$ cat src/rtl/line_xfer_sequencer.sv
// rtl/line_xfer_sequencer.sv - expands one cache-controller request into a 4-word memory line transfer
// Writeback, fill, or evict (writeback then fill), with bank-busy/stall pacing and read-latency tracking.
module line_xfer_sequencer #(
  parameter int ADDR_W = 16,
  parameter int DATA_W = 16,
  parameter int RD_LAT = 2
) (
  input  logic              clk,
  input  logic              rst,
  input  logic              req_fill,
  input  logic              req_wb,
  input  logic [ADDR_W-1:0] fill_addr,
  input  logic [ADDR_W-1:0] wb_addr,
  input  logic [DATA_W-1:0] cache_rdata,
  output logic [2:0]        cache_offset,
  output logic [DATA_W-1:0] cache_wdata,
  output logic              cache_wr,
  output logic              busy,
  output logic              done,
  output logic              err,
  output logic [ADDR_W-1:0] mem_addr,
  output logic [DATA_W-1:0] mem_wdata,
  output logic              mem_rd,
  output logic              mem_wr,
  input  logic [DATA_W-1:0] mem_rdata,
  input  logic              mem_stall,
  input  logic [3:0]        mem_busy,
  input  logic              mem_err
);

  localparam int LINE_W = ADDR_W - 3;

  typedef enum logic [2:0] {
    S_IDLE,
    S_WB,
    S_FILL,
    S_DRAIN,
    S_DONE
  } state_t;

  state_t                 state_q, state_d;
  logic [1:0]             k_q, k_d;
  logic                   chain_q, chain_d;
  logic                   err_q, err_d;
  logic [LINE_W-1:0]      wb_line_q, wb_line_d;
  logic [LINE_W-1:0]      fill_line_q, fill_line_d;
  logic [RD_LAT-1:0]      pipe_vld_q, pipe_vld_d;
  logic [RD_LAT-1:0][1:0] pipe_k_q, pipe_k_d;

  logic       can_issue;
  logic       push;
  logic       pend;
  logic       out_vld;
  logic [1:0] out_k;
  logic       unused_addr_lsbs;

  assign unused_addr_lsbs = ^{fill_addr[2:0], wb_addr[2:0]};

  // Word k always targets bank k, since mem_addr[2:1] is the word index.
  assign can_issue = !mem_stall && !mem_busy[k_q];
  assign out_vld   = pipe_vld_q[RD_LAT-1];
  assign out_k     = pipe_k_q[RD_LAT-1];

  // Read-return pipeline: shifts every cycle so latency is fixed regardless of stalls.
  always_comb begin
    pipe_vld_d    = '0;
    pipe_k_d      = '0;
    pipe_vld_d[0] = push;
    pipe_k_d[0]   = k_q;
    for (int i = 1; i < RD_LAT; i++) begin
      pipe_vld_d[i] = pipe_vld_q[i-1];
      pipe_k_d[i]   = pipe_k_q[i-1];
    end
    // Only the output stage may still hold data when the last return is written this cycle.
    pend = 1'b0;
    for (int i = 0; i < RD_LAT - 1; i++) begin
      pend = pend | pipe_vld_q[i];
    end
  end

  always_comb begin
    state_d      = state_q;
    k_d          = k_q;
    chain_d      = chain_q;
    err_d        = err_q;
    wb_line_d    = wb_line_q;
    fill_line_d  = fill_line_q;
    push         = 1'b0;
    busy         = (state_q != S_IDLE);
    done         = 1'b0;
    err          = 1'b0;
    mem_addr     = '0;
    mem_wdata    = '0;
    mem_rd       = 1'b0;
    mem_wr       = 1'b0;
    cache_wr     = out_vld;
    cache_offset = out_vld ? {out_k, 1'b0} : 3'd0;
    cache_wdata  = out_vld ? mem_rdata : '0;

    if (state_q != S_IDLE && mem_err) begin
      err_d = 1'b1;
    end

    case (state_q)
      S_IDLE: begin
        if (req_wb || req_fill) begin
          wb_line_d   = wb_addr[ADDR_W-1:3];
          fill_line_d = fill_addr[ADDR_W-1:3];
          chain_d     = req_wb && req_fill;
          err_d       = 1'b0;
          k_d         = 2'd0;
          state_d     = req_wb ? S_WB : S_FILL;
        end
      end
      S_WB: begin
        mem_addr     = {wb_line_q, k_q, 1'b0};
        cache_offset = {k_q, 1'b0};
        mem_wdata    = cache_rdata;
        if (can_issue) begin
          mem_wr = 1'b1;
          k_d    = k_q + 2'd1;
          if (k_q == 2'd3) begin
            state_d = chain_q ? S_FILL : S_DONE;
            chain_d = 1'b0;
          end
        end
      end
      S_FILL: begin
        mem_addr = {fill_line_q, k_q, 1'b0};
        if (can_issue) begin
          mem_rd = 1'b1;
          push   = 1'b1;
          k_d    = k_q + 2'd1;
          if (k_q == 2'd3) begin
            state_d = S_DRAIN;
          end
        end
      end
      S_DRAIN: begin
        if (!pend) begin
          state_d = S_DONE;
        end
      end
      S_DONE: begin
        done    = 1'b1;
        err     = err_q;
        state_d = S_IDLE;
      end
      default: begin
        state_d = S_IDLE;
      end
    endcase
  end

  always_ff @(posedge clk or posedge rst) begin
    if (rst) begin
      state_q     <= S_IDLE;
      k_q         <= 2'd0;
      chain_q     <= 1'b0;
      err_q       <= 1'b0;
      wb_line_q   <= '0;
      fill_line_q <= '0;
      pipe_vld_q  <= '0;
      pipe_k_q    <= '0;
    end else begin
      state_q     <= state_d;
      k_q         <= k_d;
      chain_q     <= chain_d;
      err_q       <= err_d;
      wb_line_q   <= wb_line_d;
      fill_line_q <= fill_line_d;
      pipe_vld_q  <= pipe_vld_d;
      pipe_k_q    <= pipe_k_d;
    end
  end

endmodule

$ cat config.mk
export PLATFORM = sky130hd
export DESIGN_NAME = line_xfer_sequencer
export DESIGN_NICKNAME = d
export VERILOG_FILES = /design/src/rtl/line_xfer_sequencer.sv
export SDC_FILE = /design/constraint.sdc
export NUM_CORES = 1
export LEC_CHECK = 0
export ABC_AREA = 1
export CORE_MARGIN = 2
export CORE_UTILIZATION = 25
export DETAILED_ROUTE_END_ITERATION = 6
export SLEW_MARGIN = 20
export SYNTH_ARGS = -nofsm -noshare
export SYNTH_HDL_FRONTEND = slang
export SYNTH_SLANG_ARGS = --single-unit
$ cat constraint.sdc
create_clock -name clk -period 3.6 [get_ports clk]
set_clock_uncertainty 0.1 [all_clocks]
set_input_delay 0.72 -clock clk [delete_from_list [all_inputs] [get_ports clk]]
set_output_delay 0.72 -clock clk [all_outputs]
set_load 0.03 [all_outputs]
Word-level counts from Yosys, hierarchy flattened:

Index checks and enable logic that the tools add are counted.

* muxes and demuxes: 31
* equal/unequal tests: 12
* reductions and logical operators: 15
* multipliers: 0
* $add $sub $neg: 1
* divide/modulo/power cells: 0
* magnitude comparators: 1
* shift-type cells: 0
* bitwise logic cells: 0

Operators with widths (count)
* 2-to-1 mux 16 bit: 2
* one-hot mux 16 bit (2 select lines): 1
* 2-to-1 mux 3 bit: 9
* 2-to-1 mux 1 bit: 12
* != test 2 bit (second input constant): 6
* one-hot mux 3 bit (4 select lines): 1
* equality test 3 x 2 -> 1 bit (second input constant): 2
* 2-to-1 mux 2 bit: 3
* AND reduction 6 bit: 1
* one-hot mux 2 bit (2 select lines): 1
* AND reduction 4 bit: 1
* nonzero test 2 bit: 2
* equality test 3 x 1 -> 1 bit (second input constant): 1
* equality test 3 bit (second input constant): 1
* logical AND 1 bit: 3
* logical NOT 3 bit: 1
* less-than comparator 2 x 3 -> 1 bit (second input constant): 1
* AND reduction 3 bit: 1
* nonzero test 3 bit: 1
* adder 2 x 1 -> 2 bit (second input constant): 1
* binary-select mux 1 bit (select 2 bit): 1
* equality test 2 bit (second input constant): 1
* logical NOT 1 bit: 2
* != test 2 x 1 -> 1 bit (second input constant): 1
* other kinds (4): 4

* bits in writable memories: 0
* memories: 0
* bits in latches: 0
* ROM bits: 0
* flip-flop bits (word level): 39
* output and inout bits: 57
* input bits: 74
* logic and storage cells: 69

Logic depth before layout (Yosys ltp):

* depth in word-level cells: 6
* depth in mapped cells: 9
* gate-level depth less buffers: 9

Worst setup path after synthesis:

No wires, ideal clock.

* path kind: register -> output
* start point: register state_q[1]
* end point: output cache_offset[1]
* data arrival time: 1.580 ns
* path buffers: 2
* path slack: 1.200 ns
* data required time: 2.780 ns
* stages on the path, launching flop included: 6
* cell sequence: dfrtp_1 buf_6 nor2_2 nand2_2 buf_2 o21ai_0

* cells in the longest elaborated chain, start to end: 2

RTL lines
* start, declared: line 41 `state_t state_q, state_d;`
* start signal, assigned: line 166 `state_q <= state_d;`
* equality test 3 x 1 -> 1 bit: line 104 `case (state_q)`
* 2-to-1 mux 3 bit: line 104
* end, declared: line 15 `output logic [2:0] cache_offset,`

No other way between the ends.

Worst setup path in the final report:

* start point: register state_q[2]
* end point: output mem_addr[11]

* cells in the longest elaborated chain, start to end: 2

RTL lines
* equality test 3 x 2 -> 1 bit / equality test 3 x 1 -> 1 bit (equally long branches): line 104
* one-hot mux 16 bit (2 select lines) *: line 104
* end, declared: line 21 `output logic [ADDR_W-1:0] mem_addr,`

Mark *: on every way between the ends. The rest lies on a longest branch, timed or not.

==> qor.yml <==
cts_root_buffer: "clkbuf_8"
hold_path_class: "flip-flop to flip-flop"
worstSetupEndpoint: "mem_addr[11]"
clk_pin_slew_ns: 0.08
reg2regPathDepth: 7
synth-seq-cells: 39
outcome: "completed"
synth_top_flop_cell: "dfrtp_1"
io_pins: 131
insertion_delay_ns: 0.29
synth_top_cell_area_share: 0.425
startpoint: "state_q[2]"
finalHoldViolCount: 0
critPathRequiredTime_ns: 2.78
yosysSeqAreaShare: 0.425
yosys_warnings: 0
viasPerCell: 4.18
cts_tree: "yes"
worst-path-max-fanout: 15
synth-edff-count: 0
min_period_ns: 3.26
grtUsageTotal: 0.129
synth_largest_area_cell: "dfrtp_1"
dpl.hpwl_microns: 5000
fin_crit_sh: 0.905
clkSinkCount: 39
ys_types: 27
die_w_microns: 99.9
cts_resized: 0
wl_per_cell_microns: 11.8
reg2reg_slack_ns: 1.92
synth_commonest_cells: "87 x nand2_1, 57 x inv_1, 39 x dfrtp_1"
crit_chain: "nor2_2 -> nand2_1 -> o21ai_0 -> clkdlybuf4s50_1"
relSlewSlack: 0.404
num_vias: 2233
syn-cell-area_sq_um: 2300
synthCells: 307
antenna_found_initial: 0
die-area_sq_um: 9980
cp-start-kind: "flip-flop"
yosysMostFrequentCell: "nand2_1"
whs_ns: 0.252
place.port_buffers: 122
synth_area_leaders: "dfrtp_1 42%, nand2_1 14%, inv_1 9.3%, nand2_2 5.7%, o21ai_2 5.0%"
powerDensity_nw_per_um2: 780
drv_cap: 0
die_h_microns: 99.9
drt_wl_total_microns: 6330
ant_nets: 0
drt-initial-drc-count: 69
ir_worst_vdd_v: 0.000380
endpoint_kind: "primary output"
post_cts_buffers: 0
final_cells: 534
reg2reg_to: "wb_line_q[9]"
dr.pass1.iters: 4
drc: 0
critPathSlowestCell: "clkdlybuf4s50_1"
grt_pass1_vias: 2113
clock_path_buffers: 2
ys_async_sr_fraction: 1.00
numCtsBuffers: 5
arrival_ns: 2.44
ctsHoldBuffers: 0
leakagePower_nw: 1.80
r2r-start: "state_q[1]"
fmax_ghz: 0.307
syn2layout_area_growth_pct: 57.3
htree_num_levels: 2
gp_congestion: 0.797
rsz0062_at_grt: "false"
path_class: "flip-flop to primary output"
setup_viol: 0
finalSetupTns_ns: 0
finalMaxSlewViolations: 0
total_power_mw: 2.82
grt_max_degree: 42
overflow: 0
start_util: 0.261
tightest_slew_ns: 0.894
avgSynthCellArea_sq_um: 7.49
core_sq_um: 8810
drive_gt1_frac: 0.129
dp_cells: 526
critPathMaxStageDelay_ns: 0.72
antenna_cells: 0
grt_pass1_wl_microns: 10200
rows: 34
finalNetCount: 500
[routing by layer]
metal  GRT usage  up-vias  wire (microns)  part of all wire
met4      0.0379        0              91             0.014
li1            -     1140               -                 -
met2       0.213      107            2870              0.45
met5           0        -               0                 0
met3      0.0432        9             699              0.11
met1       0.160      977            2670              0.42
[sequential cells by signal (all words and copies together) (netlist names)]
| signal | flops |
|---|---|
| fill_line_q | 13 |
| wb_line_q | 13 |
| state_q | 3 |
| k_q | 2 |
| out_k | 2 |
| pipe_k_d | 2 |
| pipe_vld_q | 2 |
| chain_q | 1 |
| err_q | 1 |
[where the power goes]
part	total [mW]	internal, mW	switching [mW]	leakage [nW]
combinational	1.76	0.662	1.10	1.27
clock	0.287	0.136	0.151	0.0422
sequential	0.775	0.639	0.136	0.490
[cells in the final DEF, fill, tap and decap left out]
cell / count
a21oi_1: 1
a21oi_2: 1
a32o_1: 1
and3_1: 1
buf_4: 3
clkbuf_1: 2
clkbuf_8: 5
clkdlybuf4s50_1: 122
clkinv_2: 1
conb_1: 2
dfrtp_1: 39
ha_1: 1
inv_1: 57
inv_2: 4
inv_6: 1
nand2_1: 87
nand2_2: 21
nand2_4: 2
nand3_1: 12
nand4_1: 2
nor2_1: 27
nor2_2: 2
nor2_4: 2
o21ai_0: 5
o21ai_1: 10
o21ai_2: 13
o22ai_1: 2
[through the flow]
| stage | cell area, sq um | util | setup slack, ns |
|---|---|---|---|
| 2_1_floorplan | 2300 | - | 1.20 |
| 3_3_place_gp | 3530 | 0.401 | 0.296 |
| 3_5_place_dp | 3530 | 0.401 | 0.271 |
| 4_1_cts | 3610 | 0.410 | 0.260 |
| 5_1_grt | 3610 | 0.410 | 0.149 |
| 6_report | 3610 | 0.410 | 0.341 |
[cells by family (layout without fill, tap and decap cells)]
logic type                 count (synthesis)  in the layout  share of synthesized area
buffers and inverters                     77            195                      0.168
other                                      1              2                    0.00163
DFF                                       39             39                      0.425
adders and majority gates                  1              1                    0.00544
AOI/OAI and AO/OA                         33             33                     0.0980
and+or+nand+nor                          156            156                      0.303
[worst max-delay path, delay by kind of cell, from the launching register on]
family,cells,cell delay (ns)
flops,1,0.51
buf+inv,1,0.72
simple gates,2,0.56
compound gates,1,0.35
[worst min-delay path by stage]
stage                startpoint  endpoint  cells past startpoint
detailed placement  pipe_k_d[2]  out_k[0]                      0
global placement    pipe_k_d[2]  out_k[0]                      0
finish              pipe_k_d[2]  out_k[0]                      0
CTS                 pipe_k_d[2]  out_k[0]                      0
global route        pipe_k_d[3]  out_k[1]                      0
floorplan           pipe_k_d[2]  out_k[0]                      0
[final cells by class]
type | count | area [sq um]
Multi-Input combinational cell | 192 | 941
Tap cell | 108 | 135
Fill cell | 937 | 5190
Clock inverter | 1 | 5.00
Inverter | 62 | 238
Sequential cell | 39 | 976
Clock buffer | 7 | 76.3
Timing Repair Buffer | 125 | 1240
Power figures use the tool's default switching activity.
